**config.mk**
```make
export PLATFORM = sky130hd
export DESIGN_NAME = uart_tx_serializer
export DESIGN_NICKNAME = d
export VERILOG_FILES = /design/src/rtl/uart_pkg.sv /design/src/rtl/uart_baudgen.sv /design/src/rtl/uart_tx_serializer.sv
export SDC_FILE = /design/constraint.sdc
export NUM_CORES = 1
export LEC_CHECK = 0
export ABC_CLOCK_PERIOD_IN_PS = 4740
export BUFFER_PORTS_ARGS = -buffer_cell sky130_fd_sc_hd__buf_2
export CAP_MARGIN = 20
export CORE_UTILIZATION = 58
export CTS_CLUSTER_DIAMETER = 200
export DETAILED_ROUTE_END_ITERATION = 6
export GPL_TIMING_DRIVEN = 0
export PLACE_DENSITY_LB_ADDON = 0.08
export REMOVE_ABC_BUFFERS = 1
export SYNTH_ARGS = -nofsm -noshare
export SYNTH_HDL_FRONTEND = slang
export SYNTH_SLANG_ARGS = --single-unit
```
**constraint.sdc**
```tcl
create_clock -name PCLK -period 4.74 [get_ports PCLK]
set_input_delay 0 -clock PCLK [delete_from_list [all_inputs] [get_ports PCLK]]
set_output_delay 0 -clock PCLK [all_outputs]
set_load 0.01 [all_outputs]
```
**src/rtl/uart_pkg.sv**
```systemverilog
// Shared UART definitions: register offsets, LCR field positions, transmit FSM states
// and the transmit parity helper.
package uart_pkg;

  localparam logic [2:0] UART_DLL_RBR = 3'd0;
  localparam logic [2:0] UART_IER     = 3'd1;
  localparam logic [2:0] UART_IIR_FCR = 3'd2;
  localparam logic [2:0] UART_LCR     = 3'd3;
  localparam logic [2:0] UART_MCR     = 3'd4;
  localparam logic [2:0] UART_LSR     = 3'd5;
  localparam logic [2:0] UART_MSR     = 3'd6;
  localparam logic [2:0] UART_SCR     = 3'd7;

  localparam int LCR_WLS0  = 0;
  localparam int LCR_WLS1  = 1;
  localparam int LCR_STB   = 2;
  localparam int LCR_PEN   = 3;
  localparam int LCR_EPS   = 4;
  localparam int LCR_STICK = 5;
  localparam int LCR_BRK   = 6;
  localparam int LCR_DLAB  = 7;

  typedef enum logic [2:0] {IDLE, START, DATA, PARITY, STOP} tx_state_t;

  // Parity over the transmitted bits only; stick parity sends the inverse of EPS.
  function automatic logic tx_parity(input logic [7:0] d, input logic [1:0] wls,
                                     input logic eps, input logic stick);
    logic [7:0] m;
    m = d & (8'hFF >> (2'd3 - wls));
    return stick ? ~eps : (eps ? ^m : ~^m);
  endfunction

endpackage

```
**src/rtl/uart_baudgen.sv**
```systemverilog
// Baud tick generator: divisor * 2^PRESCALE clock period, divisor 0 behaves as 1.
// load_i restarts the period so a new character begins on a clean bit boundary.
module uart_baudgen #(
  parameter int PRESCALE = 0
) (
  input  logic        gclk,
  input  logic        grst_n,
  input  logic        load_i,
  input  logic [15:0] divisor_i,
  output logic        tick_o
);
  localparam int CW = 16 + PRESCALE;

  logic [CW-1:0] cnt_q, cnt_d, reload;
  logic [15:0]   div_eff;

  assign div_eff = (divisor_i == 16'd0) ? 16'd1 : divisor_i;
  assign reload  = (CW'(div_eff) << PRESCALE) - CW'(1);
  assign tick_o  = (cnt_q == '0);

  always_comb begin
    cnt_d = cnt_q - CW'(1);
    if (load_i || cnt_q == '0) cnt_d = reload;
  end

  always_ff @(posedge gclk) begin
    if (!grst_n) cnt_q <= '0;
    else         cnt_q <= cnt_d;
  end

endmodule

```
**src/rtl/uart_tx_serializer.sv**
```systemverilog
// 16550-style transmitter: TX FIFO (or 1-entry THR), frame serializer and status flags.
// Optional CTS flow control with UART_TX_CTS_FLOW_EN (holds off new characters while CTSb=1).
module uart_tx_serializer
  import uart_pkg::*;
#(
  parameter int UART_PRESCALE = 0,
  parameter int FIFO_DEPTH    = 16
) (
  input  logic       PCLK,
  input  logic       PRESETn,
  input  logic       TxWrite,
  input  logic [7:0] TxData,
  input  logic [7:0] DLL,
  input  logic [7:0] DLM,
  input  logic [7:0] LCR,
  input  logic       FifoEn,
  input  logic       TxFifoReset,
  input  logic       CTSb,
  output logic       SOUT,
  output logic       THRE,
  output logic       TEMT,
  output logic       TXRDYb,
  output logic [4:0] TxFifoCount
);
  localparam int AW = (FIFO_DEPTH > 1) ? $clog2(FIFO_DEPTH) : 1;

  logic [7:0]    mem_q [FIFO_DEPTH];
  logic [AW-1:0] wr_ptr_q, rd_ptr_q;
  logic [4:0]    cnt_q, cnt_d, cap;
  logic          fifo_en_q, flush, wr_acc, pop, cts_ok, unused_ok;
  logic          tick, bit_done, stop_done, idle_nxt;
  logic          thre_q, temt_q, txrdyb_q;

  tx_state_t     state_q;
  logic [7:0]    shift_q;
  logic [1:0]    wls_q;
  logic          pen_q, stb_q, par_q, line_q, brk_q;
  logic [2:0]    bit_q;
  logic [3:0]    tcnt_q;

`ifdef UART_TX_CTS_FLOW_EN
  assign cts_ok    = ~CTSb;
  assign unused_ok = LCR[LCR_DLAB];
`else
  assign cts_ok    = 1'b1;
  assign unused_ok = ^{CTSb, LCR[LCR_DLAB]};
`endif

  assign cap       = FifoEn ? 5'(FIFO_DEPTH) : 5'd1;
  assign flush     = TxFifoReset | (FifoEn != fifo_en_q);
  assign wr_acc    = TxWrite & ~flush & (cnt_q < cap);
  assign bit_done  = tick & (tcnt_q == 4'hF);
  assign stop_done = (state_q == STOP) & bit_done & (bit_q == {2'b00, stb_q});
  // A new character is taken either from idle or straight out of the last stop bit.
  assign pop       = (cnt_q != 5'd0) & cts_ok & ((state_q == IDLE) | stop_done);
  assign idle_nxt  = ((state_q == IDLE) | stop_done) & ~pop;

  always_comb begin
    cnt_d = cnt_q;
    if (flush) cnt_d = '0;
    else       cnt_d = cnt_q + 5'(wr_acc) - 5'(pop);
  end

  uart_baudgen #(.PRESCALE(UART_PRESCALE)) u_baud (
    .gclk      (PCLK),
    .grst_n    (PRESETn),
    .load_i    (pop),
    .divisor_i ({DLM, DLL}),
    .tick_o    (tick)
  );

  always_ff @(posedge PCLK) begin
    if (wr_acc) mem_q[wr_ptr_q] <= TxData;
  end

  always_ff @(posedge PCLK) begin
    if (!PRESETn) begin
      wr_ptr_q  <= '0;
      rd_ptr_q  <= '0;
      cnt_q     <= '0;
      fifo_en_q <= FifoEn;
      thre_q    <= 1'b1;
      temt_q    <= 1'b1;
      txrdyb_q  <= 1'b0;
    end else begin
      fifo_en_q <= FifoEn;
      cnt_q     <= cnt_d;
      thre_q    <= (cnt_d == 5'd0);
      temt_q    <= (cnt_d == 5'd0) & idle_nxt;
      txrdyb_q  <= (cnt_d >= cap);
      if (flush) begin
        wr_ptr_q <= '0;
        rd_ptr_q <= '0;
      end else begin
        if (wr_acc) wr_ptr_q <= wr_ptr_q + AW'(1);
        if (pop)    rd_ptr_q <= rd_ptr_q + AW'(1);
      end
    end
  end

  always_ff @(posedge PCLK) begin
    if (!PRESETn) begin
      state_q <= IDLE;
      shift_q <= '0;
      wls_q   <= '0;
      pen_q   <= 1'b0;
      stb_q   <= 1'b0;
      par_q   <= 1'b0;
      bit_q   <= '0;
      tcnt_q  <= '0;
      line_q  <= 1'b1;
      brk_q   <= 1'b0;
    end else begin
      brk_q <= LCR[LCR_BRK];
      if (tick) tcnt_q <= tcnt_q + 4'd1;
      if (pop) begin
        state_q <= START;
        shift_q <= mem_q[rd_ptr_q];
        wls_q   <= LCR[LCR_WLS1:LCR_WLS0];
        stb_q   <= LCR[LCR_STB];
        pen_q   <= LCR[LCR_PEN];
        par_q   <= tx_parity(mem_q[rd_ptr_q], LCR[LCR_WLS1:LCR_WLS0], LCR[LCR_EPS], LCR[LCR_STICK]);
        tcnt_q  <= '0;
        bit_q   <= '0;
        line_q  <= 1'b0;
      end else if (bit_done) begin
        unique case (state_q)
          START: begin
            state_q <= DATA;
            line_q  <= shift_q[0];
            shift_q <= shift_q >> 1;
            bit_q   <= '0;
          end
          DATA: begin
            if (bit_q == 3'd4 + {1'b0, wls_q}) begin
              state_q <= pen_q ? PARITY : STOP;
              line_q  <= pen_q ? par_q : 1'b1;
              bit_q   <= '0;
            end else begin
              bit_q   <= bit_q + 3'd1;
              line_q  <= shift_q[0];
              shift_q <= shift_q >> 1;
            end
          end
          PARITY: begin
            state_q <= STOP;
            line_q  <= 1'b1;
            bit_q   <= '0;
          end
          STOP: begin
            if (bit_q == {2'b00, stb_q}) begin
              state_q <= IDLE;
              line_q  <= 1'b1;
            end else begin
              bit_q   <= bit_q + 3'd1;
            end
          end
          default: ;
        endcase
      end
    end
  end

  assign SOUT        = line_q & ~brk_q;
  assign THRE        = thre_q;
  assign TEMT        = temt_q;
  assign TXRDYb      = txrdyb_q;
  assign TxFifoCount = cnt_q;

endmodule

```
Word-level counts from Yosys, hierarchy flattened. Memories as Yosys holds them, arrays and structs flattened. A register that Yosys moved wholly into a read port is not among the register bits. Index checks and enable logic that the tools add are counted.

Shift operators: 1. Magnitude comparators: 2. Equal/unequal tests: 14. Reduce and logical (&&, ||, !) cells: 21. Bitwise logic cells: 17. $add $sub $neg: 10. Mux-type cells: 29.

Operator list (number): 16-bit zero test (2); 16-bit two-way mux (2); 16-bit by 1-bit subtractor with 16-bit output, second input constant (2); 8-bit two-way mux (3); 8-bit one-hot mux with 2 select lines (1); 3-bit two-way mux (5); 4-bit by 1-bit adder with 4-bit output, second input constant (3); 3-bit one-hot mux with 4 select lines (1); 1-bit two-way mux (11); 5-bit two-way mux (2); 5-bit nonzero test (2); 1-bit AND (9); 3-bit one-hot mux with 3 select lines (1); 3-bit AND reduction (3); 8-bit AND (1); 4-bit two-way mux (2); 4-bit AND reduction (2); 8-bit XNOR reduction (1); 8-bit parity (1); 8-bit by 2-bit >> shifter with 8-bit output, first input constant (1); 3-bit by 2-bit == test with 1-bit output, second input constant (2); 3-bit != test, second input constant (2); 3-bit nonzero test (2); 2-bit OR reduction (3); 24 further kinds (30).

Memories kept: 1. Bits in writable memories: 128. Flip-flop bits (word level): 58. Logic and storage cells: 114.

Memories: mem_q (words 16, bits a word 8, read ports 1, clocked after memory_dff 1, wr ports 1, RTL line uart_tx_serializer.sv:27) `logic [7:0] mem_q [FIFO_DEPTH];`.

Logic depth before layout (Yosys ltp). Gate-level depths: netlist (run 1).

Depth in word-level cells: 10. Gate-level depth with buffers: 20. Mapped depth without buffers: 19.

Cells and area by module. From an unflattened synthesis (run 1), not the netlist that was laid out.

Cell total of the unflattened synthesis: 614. Area, all modules: 8476.9 um^2.

Modules (own cells, without submodules): uart_tx_serializer (sequential area each 4764.6 um^2, area an instance 7295.7 um^2, cells each 479, instances 1); uart_baudgen (sequential area each 320.3 um^2, area an instance 1181.1 um^2, cells each 135, instances 1).

Worst setup path after synthesis (run 1). No wires, ideal clock.

Path kind: register -> register. From: register state_q[2]. To: register txrdyb_q (netlist: TXRDYb). Setup slack: 0.896 ns. Clock period less this slack: 3.844 ns. Arrival: 3.729 ns. Buffers on the path: 2. Stages on the path, launching flop included: 21. Library setup time: 0.115 ns. Data required time: 4.625 ns. Cells stage by stage: dfxtp_1 > clkbuf_1 > nor3b_1 > nand2_1 > o21a_1 > or2_1 > inv_2 > buf_2 > ha_1 > inv_1 > ha_1 > inv_1 > fa_1 > nor2_1 > nor2_1 > o21bai_1 > xnor2_1 > and2_1 > ha_1 > o31a_1 > o21a_1.

Cells in the longest elaborated chain, start to end: 8. Elaborated cells between the ends (all ways): 9.

Ends and longest elaborated chain: start: declaration (RTL line uart_tx_serializer.sv:34) `tx_state_t state_q;`; start signal: assignment (RTL line uart_tx_serializer.sv:136) `state_q <= pen_q ? PARITY : STOP;`; 3-bit == test (RTL line uart_tx_serializer.sv:53) `assign stop_done = (state_q == STOP) & bit_done & (bit_q == {2'b00, stb_q});`; 1-bit AND (2 in series) (RTL line uart_tx_serializer.sv:53); 1-bit bitwise OR * (RTL line uart_tx_serializer.sv:55) `assign pop = (cnt_q != 5'd0) & cts_ok & ((state_q == IDLE) | stop_done);`; 1-bit AND * (RTL line uart_tx_serializer.sv:55); 5-bit by 1-bit subtractor with 5-bit output * (RTL line uart_tx_serializer.sv:61) `else cnt_d = cnt_q + 5'(wr_acc) - 5'(pop);`; 5-bit two-way mux * (RTL line uart_tx_serializer.sv:60) `if (flush) cnt_d = '0;`; named net cnt_d[4] (RTL line uart_tx_serializer.sv:29) `logic [4:0] cnt_q, cnt_d, cap;`; 5-bit greater-or-equal comparator * (RTL line uart_tx_serializer.sv:90) `txrdyb_q <= (cnt_d >= cap);`; end signal: assignment (RTL line uart_tx_serializer.sv:90); end: declaration (RTL line uart_tx_serializer.sv:32) `logic thre_q, temt_q, txrdyb_q;`.

The timed path passes the listed nets; every way through them passes the cells marked *. A chain may end at the register's enable or synchronous reset.

Final worst setup path (run 1).
From: register cnt_q[2] (netlist: TxFifoCount[2]). To: register txrdyb_q (netlist: TXRDYb).

Cells in the longest elaborated chain, start to end: 6. Elaborated cells between the ends (all ways): 8.

Ends and longest elaborated chain: start: declaration (RTL line uart_tx_serializer.sv:29); start signal: assignment (RTL line uart_tx_serializer.sv:87) `cnt_q <= cnt_d;`; 5-bit less-than comparator (RTL line uart_tx_serializer.sv:51) `assign wr_acc = TxWrite & ~flush & (cnt_q < cap);`; 1-bit AND (RTL line uart_tx_serializer.sv:51); 5-bit by 1-bit adder with 5-bit output (RTL line uart_tx_serializer.sv:61); 5-bit by 1-bit subtractor with 5-bit output * (RTL line uart_tx_serializer.sv:61); 5-bit two-way mux * (RTL line uart_tx_serializer.sv:60); named net cnt_d[4] (RTL line uart_tx_serializer.sv:29); 5-bit greater-or-equal comparator * (RTL line uart_tx_serializer.sv:90).

Marks and branches as above.

==> summary.md, run 1 <==
| Metric | Value |
|---|---|
| WHS | `between 0.01 and 0.015 ns` |
| Dpl cell area | `~8700 um2` |
| Clk buf depth | `2` |
| Critical Path Start Type | `flip-flop` |
| Power density cells | `around 450 nW/um2` |
| Most used flip-flop cell after synthesis | `edfxtp_1` |
| Final max-slew violation count | `0` |
| Max-Cap Viols | `0` |
| Leak | `between 3 and 4 nW` |
| Initial Utilization | `between 50% and 60%` |
| Least-Margin Pin Slew | `around 0.99 ns` |
| Setup Crit Path Kind | `reg2reg` |
| Top cell by count, worst path | `ha_1` |
| Ports | `47` |
| FF-to-FF Start | `TxFifoCount[2]` |
| Worst-path clk slew | `roughly 0.07 ns` |
| Filler cell count | `972` |
| Final min period | `roughly 4.4 ns` |
| EDFF count, synth | `between 100 and 150` |
| Die H | `roughly 120 um` |
| Commonest cells in the netlist | `edfxtp_1 (128), dfxtp_1 (62), nor2_1 (46)` |
| Post-DRT Antenna Nets | `0` |
| Cell taking the most area after synthesis | `edfxtp_1` |
| Critical-path cell list | `inv_1 > ha_1 > nor4b_1 > or2_1 > clkinv_2 > ha_1 > inv_1 > ha_1 > inv_1 > fa_1 > nor2_1 > nor2_1 > o21bai_1 > xnor2_1 > and2_1 > ha_1 > o31a_1 > o21a_1` |
| Total GRT Usage | `between 20 and 25%` |
| Syn-to-layout area delta | `14.84%` |
| Design Area, Final | `roughly 9600 um2` |
| Vias in the first global route | `5,056` |
| Unrepaired setup endpoints after global routing | `false` |
| Layout cells sized above 1 | `between 10% and 20%` |
| Core area | `~14,000 um2` |
| Crit path capture type | `flip-flop` |
| 1st-pass router iterations | `4` |
| CP Max Fanout | `19` |
| First-pass GRT wire length | `around 26,000 um` |
| FMAX | `around 220 MHz` |
| Avg Vias per Cell | `a little under 6` |
| Most frequent cell after synthesis | `edfxtp_1` |
| Clock Tree Root | `clkbuf_16` |
| Final hold vios | `0` |
| Worst hold start | `DLL[4]` |
| DP Worst Slack | `0.1701 ns` |
| Slowest CP cell | `nor4b_1` |
| Chip width | `~120 um` |
| Die area | `roughly 15,000 um2` |
| Synth unique cells | `57` |
| Initial antenna violation count | `0` |
| Buf/Inv on CP | `4` |
| CTS tree | `built` |
| RePlAce Congestion | `between 0.8 and 0.9` |
| VDD IR max | `a little over 500 uV` |
| Worst Setup Slack, final | `0.2920 ns` |
| Post-CTS setup repair buffer count | `0` |
| Min-Delay Path Class | `in2reg` |
| Top cells by area, synth | `edfxtp_1 (46%), dfxtp_1 (15%), mux4_2 (8.6%)` |
| Iter 0 DRT Violations | `between 300 and 400` |
| H-tree depth | `4` |
| Post-synthesis sequential area ratio | `between 60 and 70%` |
| Area occupied by multi-input gates | `3030 um2` |
| # rows | `between 40 and 50` |
| Post-synth ARST share | `0%` |
| Top delay family on crit path | `simple AND/OR/NAND/NOR gates` |
| Largest stage delay on the critical path | `between 0.5 and 0.6 ns` |
| Critical Path AT | `around 4.8 ns` |
| Register area | `approximately 5100 um2` |
| Setup violations, final | `0` |
| Period utilisation layout | `between 90 and 100%` |
| Syn Std Cell Area | `8354 um2` |
| Max-slew headroom | `between 30% and 40%` |
| Post-Syn Instances | `just over 600` |
| Average wire per standard cell | `between 15 and 20 um` |
| WL final | `~17,000 um` |
| Yosys reg bits | `190` |
| Synth Warn # | `0` |
| Setup crit start | `TxFifoCount[2]` |
| DR DRC count | `0` |
| Final HPWL DP | `10,920 um` |
| Critical Path RT | `between 5 and 6 ns` |
| Skew final | `0.008582 ns` |
| Number of antenna diodes | `0` |
| Fin nets | `~730` |
| Worst-Skew Late Latency | `approximately 0.44 ns` |
| Port bufs | `44` |
| Routed vias | `between 5,000 and 6,000` |
| Largest net degree at the start of global routing | `42` |
| Mapped Avg Cell Area | `approximately 14 um2` |
| Num CTS Buffers | `17` |
| Status | `finished clean` |
| Total power | `roughly 0.0043 W` |
| Share of the synthesized area in the top cell type | `between 40% and 50%` |
| Num Clock Sinks | `190` |
| Grt total ovfl | `0` |
[placed cells by master, fill, tap and decap left out, types with 5 or more instances in the layout]
master	count
edfxtp_1	128
dfxtp_1	60
nor2_1	46
nand2_1	45
buf_2	44
mux4_2	32
dlygate4sd3_1	25
ha_1	19
clkbuf_16	17
inv_1	16
mux2i_1	16
a21oi_1	16
nand3_1	15
xnor2_1	15
xor2_1	14
a21boi_1	14
nor3_1	13
a22oi_1	12
o21ai_0	11
and3_1	9
and2_1	9
nor4_1	7
or3_1	7
nand2b_1	6
nor2b_1	6
nor3b_1	5
or2_1	5
[kinds of logic (layout without fill, tap and decap cells)]
logic type | after synthesis | count (layout) | share of synthesized area [%]
flip-flops | 190 | 190 | 60.87
AND/OR/NAND/NOR | 190 | 190 | 11.47
AO/OA/AOI/OAI | 77 | 77 | 6.156
multiplexers | 56 | 56 | 12.16
buffers and inverters | 42 | 124 | 2.936
XOR/XNOR | 30 | 30 | 3.325
adder cells (fa/ha/maj) | 20 | 20 | 3.085
[path summary, 6_finish.rpt]
| kind | depth (start not counted) | slack, ns | endpoint |
|---|---|---|---|
| max reg2reg | 18 | 0.29 | TXRDYb |
| min | 4 | 0.01 | u_baud.cnt_q[4] |
| max | 18 | 0.29 | TXRDYb |
| min reg2reg | 2 | 0.46 | shift_q[1] |
[what timing repair did]
action	in CTS	in global routing
gates resized for setup	0	2
setup endpoints to repair	0	3
hold endpoints to repair	144	0
hold buffers	25	0
[state kept, by name, summed over array words and instances (netlist names), named ones only]
register      cells
tcnt_q            4
shift_q           8
state_q           3
pen_q             1
line_q            1
TxFifoCount       5
TXRDYb            1
TEMT              1
u_baud.cnt_q     16
fifo_en_q         1
bit_q             3
wr_ptr_q          4
stb_q             1
THRE              1
par_q             1
brk_q             1
mem_q           128
wls_q             2
rd_ptr_q          4
[cell type report]
cell class	count	area share [%]
Clock buffer	18	4.473
Clock inverter	14	2.308
Inverter	17	0.6781
Multi-Input combinational cell	373	31.59
Sequential cell	190	53.03
Tap cell	180	2.347
Timing Repair Buffer	75	5.582
[power by group]
part           total, W  switching (W)  internal, W
clock network   0.00156       0.000651     0.000906
registers       0.00191      0.0000577      0.00185
logic          0.000862       0.000475     0.000387
total           0.00433        0.00118      0.00315
[metrics by stage]
stage / instances / utilization [%] / TNS, ns
2_1_floorplan: 580 / - / 0
3_3_place_gp: 804 / 61.61 / -1.598
3_5_place_dp: 810 / 62.12 / 0
4_1_cts: 867 / 68.56 / 0
5_1_grt: 867 / 68.59 / 0
6_report: 867 / 68.59 / 0
[worst reg2reg max path, delay by kind of cell (launching register included)]
kind | cells | cell delay, ns
adders and majority gates | 5 | 1.33
buffers and inverters | 4 | 0.63
xor gates and xnor gates | 1 | 0.17
and+or+nand+nor | 5 | 1.45
AOI/OAI and AO/OA | 3 | 0.44
DFF | 1 | 0.32
[per-layer routing]
metal	wire length (um)	GRT usage, %	share of wire (%)	vias to the layer above
li1	-	-	-	2414
met1	6930	29.44	42	2503
met2	8729	42.80	52	127
met3	683	4.728	4.1	20
met4	291	9.414	1.7	0
met5	0	0	0	-
No activity file was read; power rests on OpenSTA's default activity.
==> run 2, diff against run 1 <==
--- a/config.mk
+++ b/config.mk
@@ -9,6 +9,7 @@
 export BUFFER_PORTS_ARGS = -buffer_cell sky130_fd_sc_hd__buf_2
 export CAP_MARGIN = 20
 export CORE_UTILIZATION = 58
+export CTS_BUF_LIST = sky130_fd_sc_hd__clkbuf_4
 export CTS_CLUSTER_DIAMETER = 200
 export DETAILED_ROUTE_END_ITERATION = 6
 export GPL_TIMING_DRIVEN = 0
==> run 2 against run 1 <==
Hold slack better by 0.13 ns. Die area unchanged. Wire length up 1.4%. Sequential power about the same.
==> summary.md, run 2 (synthesis results as in run 1) <==
| Metric | Value |
|---|---|
| Hold Path Depth | `2` |
| Unrepaired setup endpoints after global routing | `false` |
| Leak | `between 3 and 4 nW` |
| Avg Vias per Cell | `around 5.8` |
| Setup crit start | `TxFifoCount[3]` |
| Fin nets | `around 760` |
| Num Clock Sinks | `190` |
| VDD IR max | `about 350 uV` |
| Die area | `around 15,000 um2` |
| Total power | `approximately 0.0039 W` |
| Core area | `around 14,000 um2` |
| Cell count of the worst reg-to-reg path | `13` |
| Worst-Skew Late Latency | `roughly 0.57 ns` |
| Commonest non-fill, non-tap cell in the layout | `edfxtp_1` |
| Post-CTS setup repair buffer count | `0` |
| Buf/Inv on CP | `3` |
| Syn-to-layout area delta | `14.11%` |
| Worst hold start | `FifoEn` |
| Die H | `122.0 um` |
| Most frequent cells in the layout | `edfxtp_1 (128), dfxtp_1 (60), dlygate4sd3_1 (48)` |
| Vias in the first global route | `between 5,000 and 6,000` |
| Worst Setup Slack, final | `about 0.24 ns` |
| Setup violations, final | `0` |
| Dpl cell area | `between 8000 and 9000 um2` |
| H-tree depth | `4` |
| Total GRT Usage | `24.46%` |
| CP Max Fanout | `10` |
| Setup Crit Path Kind | `reg2reg` |
| Largest regs | `mem_q: 128 flops, u_baud.cnt_q: 16 flops, shift_q: 8 flops` |
| 1st-pass router iterations | `5` |
| Initial Utilization | `59.72%` |
| Fin cells | `slightly below 900` |
| Filler cell count | `~1,000` |
| # rows | `43` |
| Least-Margin Pin Slew | `0.9845 ns` |
| Chip width | `~120 um` |
| Final min period | `4.499 ns` |
| DR DRC count | `0` |
| Max reg flops | `128` |
| CTS tree | `built` |
| Grt total ovfl | `0` |
| Ports | `47` |
| Initial antenna violation count | `1` |
| Critical Path AT | `5.01 ns` |
| Worst-path clk slew | `0.17 ns` |
| WL final | `between 15,000 and 20,000 um` |
| Max-slew headroom | `between 30 and 40%` |
| Min-Delay Path Class | `in2reg` |
| Power density cells | `just over 400 nW/um2` |
| Port bufs | `between 40 and 50` |
| Critical-path cell list | `inv_1 > ha_1 > nor4b_1 > nor2_1 > a21oi_2 > mux2i_1 > ha_1 > o211ai_1 > or2_1 > o21ai_1 > dlygate4sd3_1 > and2_1 > dlygate4sd3_1` |
| FF-to-FF Start | `TxFifoCount[3]` |
| Crit path capture type | `flip-flop` |
| Num CTS Buffers | `17` |
| Layout cells sized above 1 | `between 10% and 20%` |
| Iter 0 DRT Violations | `360` |
| Final hold vios | `0` |
| Final HPWL DP | `around 11,000 um` |
| Skew final | `~0.031 ns` |
| Top delay family on crit path | `simple AND/OR/NAND/NOR gates` |
| Largest stage delay on the critical path | `between 0.5 and 0.6 ns` |
| Average wire per standard cell | `between 15 and 20 um` |
| Design Area, Final | `between 9000 and 10,000 um2` |
| Most flops, register | `mem_q` |
| DP Worst Slack | `roughly 0.17 ns` |
| RePlAce Congestion | `between 0.8 and 0.9` |
| Clock Tree Root | `clkbuf_4` |
| Routed vias | `roughly 5,200` |
| Critical Path Start Type | `flip-flop` |
| Slowest CP cell | `nor4b_1` |
| Max-Cap Viols | `0` |
| Critical Path RT | `between 5 and 6 ns` |
| FMAX | `between 200 and 250 MHz` |
| Final TNS setup | `0 ns` |
| Post-DRT Antenna Nets | `0` |
| Reg2reg setup slack | `about 0.24 ns` |
| First-pass GRT wire length | `between 20,000 and 30,000 um` |
| Hold Crit Endpoint | `fifo_en_q` |
| Cells after DPL | `810` |
| Status | `finished clean` |
| Period utilisation layout | `94.93%` |
| Worst flop-to-flop path endpoint | `u_baud.cnt_q[6]` |
| Clk buf depth | `2` |
| Largest net degree at the start of global routing | `42` |
| CP Depth | `13` |
| Final max-slew violation count | `0` |
==> run 2: worst max-delay path by stage <==
stage	endpoint	slack, ns
after global placement	u_baud.cnt_q[10]	-0.42
after global routing	TxFifoCount[4]	0.03
after floorplan	u_baud.cnt_q[10]	0.49
after CTS	TxFifoCount[4]	0.15
final	u_baud.cnt_q[6]	0.24
after detailed placement	TXRDYb	0.17
==> run 2: through the flow <==
stage / utilization (%) / hold slack [ns]
final: 68.15 / 0.1408
after global routing: 68.15 / 0.09183
after CTS: 68.10 / 0.07016
after detailed placement: 62.12 / 0.1617
after global placement: 61.61 / 0.1565
after floorplan: - / 0.02772
==> run 2: where the power goes <==
group          leakage, nW  internal, W  switching, W
sequential            1.66      0.00185     0.0000585
combinational         1.57     0.000445      0.000496
clock                0.187     0.000448      0.000583
==> run 2: metal layers <==
metal,up-vias,part of all wire [%],global-route usage (%)
met3,13,4.5,5.946
met4,0,1.3,7.407
li1,2459,-,-
met5,-,0,0
met1,2595,41,29.38
met2,135,53,43.33
==> run 2: worst register-to-register path, delay by kind of cell, from the launching register on <==
kind,cells,cell delay (ns)
flip-flops,1,0.36
buffers and inverters,3,1.21
AND/OR/NAND/NOR,4,1.33
AO/OA/AOI/OAI,3,0.89
adder cells (fa/ha/maj),2,0.34
multiplexers,1,0.30
==> run 2: cell type report <==
type                            instances  area, um2  share of cell area, %
Clock buffer                           18      135.1                  1.418
Inverter                               17      65.06                 0.6825
Antenna cell                            1      2.502                0.02625
Multi-Input combinational cell        373       3030                  31.79
Clock inverter                         14      221.5                  2.323
Sequential cell                       190       5087                  53.37
Tap cell                              180      225.2                  2.363
Timing Repair Buffer                   98      765.7                  8.033
==> run 2: timing repair <==
item,in CTS,in global routing
hold buffers,48,0
setup endpoints to repair,0,4
hold endpoints to repair,168,0
resized for setup,0,2
==> run 3, diff against run 2 <==
--- a/config.mk
+++ b/config.mk
@@ -8,7 +8,9 @@
 export ABC_CLOCK_PERIOD_IN_PS = 4740
 export BUFFER_PORTS_ARGS = -buffer_cell sky130_fd_sc_hd__buf_2
 export CAP_MARGIN = 20
-export CORE_UTILIZATION = 58
+export CELL_PAD_IN_SITES_DETAIL_PLACEMENT = 1
+export CELL_PAD_IN_SITES_GLOBAL_PLACEMENT = 1
+export CORE_UTILIZATION = 53
 export CTS_BUF_LIST = sky130_fd_sc_hd__clkbuf_4
 export CTS_CLUSTER_DIAMETER = 200
 export DETAILED_ROUTE_END_ITERATION = 6
==> run 3 against run 2 <==
Total power is 0.80% higher. Hold slack worse by 0.042 ns. Cell area is 0.43% higher. Cell count is 3.4% higher. Largest cell class unchanged. Clock-buffer cell count stayed put. Via count is 1.2% higher. Largest power group unchanged. Wire length is 12% higher. Highest routed layer unchanged.
==> summary.md, run 3 (synthesis results as in run 1) <==
| Metric | Value |
|---|---|
| Total power | `roughly 0.0039 W` |
| Power density cells | `between 400 and 500 nW/um2` |
| Status | `finished clean` |
| Ports | `47` |
| Final max-slew violation count | `0` |
| Hold Crit Endpoint | `fifo_en_q` |
| Average wire per standard cell | `slightly above 20 um` |
| Worst Setup Slack, final | `0.2801 ns` |
| H-tree depth | `4` |
| Grt total ovfl | `0` |
| Largest regs | `mem_q: 128 flops, u_baud.cnt_q: 16 flops, shift_q: 8 flops` |
| Die area | `between 15,000 and 20,000 um2` |
| Filler cell count | `1,520` |
| VDD IR max | `365.4 uV` |
| Final min period | `4.460 ns` |
| Most flops, register | `mem_q` |
| Min-Delay Path Class | `in2reg` |
| Initial antenna violation count | `1` |
| Iter 0 DRT Violations | `~280` |
| Core area | `roughly 15,000 um2` |
| CP Max Fanout | `19` |
| Max reg flops | `about 130` |
| Largest net degree at the start of global routing | `42` |
| Max-slew headroom | `between 30 and 40%` |
| Skew final | `approximately 0.027 ns` |
| Num CTS Buffers | `17` |
| CTS tree | `built` |
| Setup crit start | `state_q[2]` |
| Fin cells | `921` |
| Clk buf depth | `2` |
| WHS | `~0.099 ns` |
| Most frequent cells in the layout | `edfxtp_1 (128), dfxtp_1 (60), dlygate4sd3_1 (50)` |
| Worst-Skew Late Latency | `about 0.6 ns` |
| Reg2reg setup slack | `between 0.2 and 0.3 ns` |
| Vias in the first global route | `~5,600` |
| Cells after DPL | `837` |
| Fin nets | `754` |
| First-pass GRT wire length | `29,540 um` |
| Clock Tree Root | `clkbuf_4` |
| Hold Path Depth | `2` |
| Num Clock Sinks | `between 150 and 200` |
| Cell count of the worst reg-to-reg path | `16` |
| Unrepaired setup endpoints after global routing | `false` |
| Syn-to-layout area delta | `14.60%` |
| Critical Path AT | `approximately 5 ns` |
| Final hold vios | `0` |
| WL final | `18,920 um` |
| RePlAce Congestion | `slightly below 0.8` |
| 1st-pass router iterations | `5` |
| FF-to-FF Start | `state_q[2]` |
| Post-DRT Antenna Nets | `0` |
| Avg Vias per Cell | `around 5.7` |
| FMAX | `around 220 MHz` |
| Critical Path RT | `around 5.2 ns` |
| Dpl cell area | `a little under 9000 um2` |
| Least-Margin Pin Slew | `1.001 ns` |
| Period utilisation layout | `between 90% and 100%` |
| Total GRT Usage | `between 20 and 25%` |
| Final HPWL DP | `12,040 um` |
| Leak | `about 3.4 nW` |
| Routed vias | `about 5,300` |
| Largest stage delay on the critical path | `roughly 0.54 ns` |
| Initial Utilization | `54.55%` |
| Max-Cap Viols | `0` |
| Worst-path clk slew | `approximately 0.16 ns` |
| Setup Crit Path Kind | `reg2reg` |
| DP Worst Slack | `between 0.09 and 0.1 ns` |
| Critical-path cell list | `nor3b_1 > nand2_1 > o21a_1 > or2_2 > clkinv_2 > ha_1 > inv_1 > ha_1 > inv_1 > fa_1 > nor2_1 > nor2_1 > o21bai_1 > xnor2_1 > and3_1 > dlygate4sd3_1` |
| Design Area, Final | `around 9600 um2` |
| Crit path capture type | `flip-flop` |
| Layout cells sized above 1 | `18.19%` |
| Worst flop-to-flop path endpoint | `TxFifoCount[4]` |
| Port bufs | `44` |
| # rows | `45` |
| Commonest non-fill, non-tap cell in the layout | `edfxtp_1` |
| Critical Path Start Type | `flip-flop` |
| Slowest CP cell | `dlygate4sd3_1` |
| Die H | `about 130 um` |
| Setup violations, final | `0` |
| Chip width | `between 100 and 150 um` |
| DR DRC count | `0` |
| Worst hold start | `FifoEn` |
-- run 3: cell types whose count changed in the layout (fill, tap and decap cells not counted), sizes merged --
cell / before / now
buf: 50 / 47
bufinv: 4 / 3
dlygate4sd3: 48 / 50
clkinvlp: 1 / 0
inv: 23 / 25
-- run 3: routing by layer --
metal  routed length [um]  GRT usage (%)
met3                  569          4.523
met2                10140          45.58
met4                  196          6.653
met1                 8017          29.72
met5                    0              0
-- run 3: timing repair --
action                                  in CTS  in global routing
endpoints found under the setup margin       0                  4
hold buffers                                50                  0
setup buffers                                0                  0
hold endpoints to repair                   168                  0
gates resized for setup                      0                  5
-- run 3: per-stage QoR --
step	setup TNS, ns	util (%)
2_1_floorplan	0	-
6_report	0	62.52
5_1_grt	0	62.52
3_3_place_gp	-2.742	56.53
3_5_place_dp	0	56.90
4_1_cts	0	62.30
-- run 3: worst max-delay path by stage --
stage / endpoint / cells after the start / slack (ns)
2_1_floorplan: u_baud.cnt_q[10] / 12 / 0.49
3_3_place_gp: u_baud.cnt_q[10] / 12 / -0.58
3_5_place_dp: TXRDYb / 19 / 0.09
4_1_cts: u_baud.cnt_q[8] / 14 / 0.01
5_1_grt: TXRDYb / 18 / 0.03
6_report: TxFifoCount[4] / 16 / 0.28
-- run 3: area by class of cell --
| cell class | instances | area, um2 | share of cell area [%] |
|---|---|---|---|
| tap | 211 | 264.0 | 2.757 |
| inverter | 17 | 65.06 | 0.6796 |
| timing repair buffer | 97 | 767.0 | 8.011 |
| multi-input combinational | 373 | 3062 | 31.98 |
| clock buffer | 18 | 135.1 | 1.411 |
| clock inverter | 14 | 191.4 | 1.999 |
| sequential | 190 | 5087 | 53.14 |
| antenna | 1 | 2.502 | 0.02614 |
-- run 3: worst max-delay path, delay by kind of cell, from the launching register on --
family	cells	cell delay, ns
AND/OR/NAND/NOR	6	1.49
buffers and inverters	4	0.94
adder cells (fa/ha/maj)	3	0.86
flip-flops	1	0.51
AO/OA/AOI/OAI	2	0.46
XOR/XNOR	1	0.11
-- run 3: power by group --
part	leakage, nW	internal, W	switching (W)
sequential	1.66	0.00185	0.0000657
clock	0.178	0.000394	0.000591
combinational	1.59	0.000476	0.000535
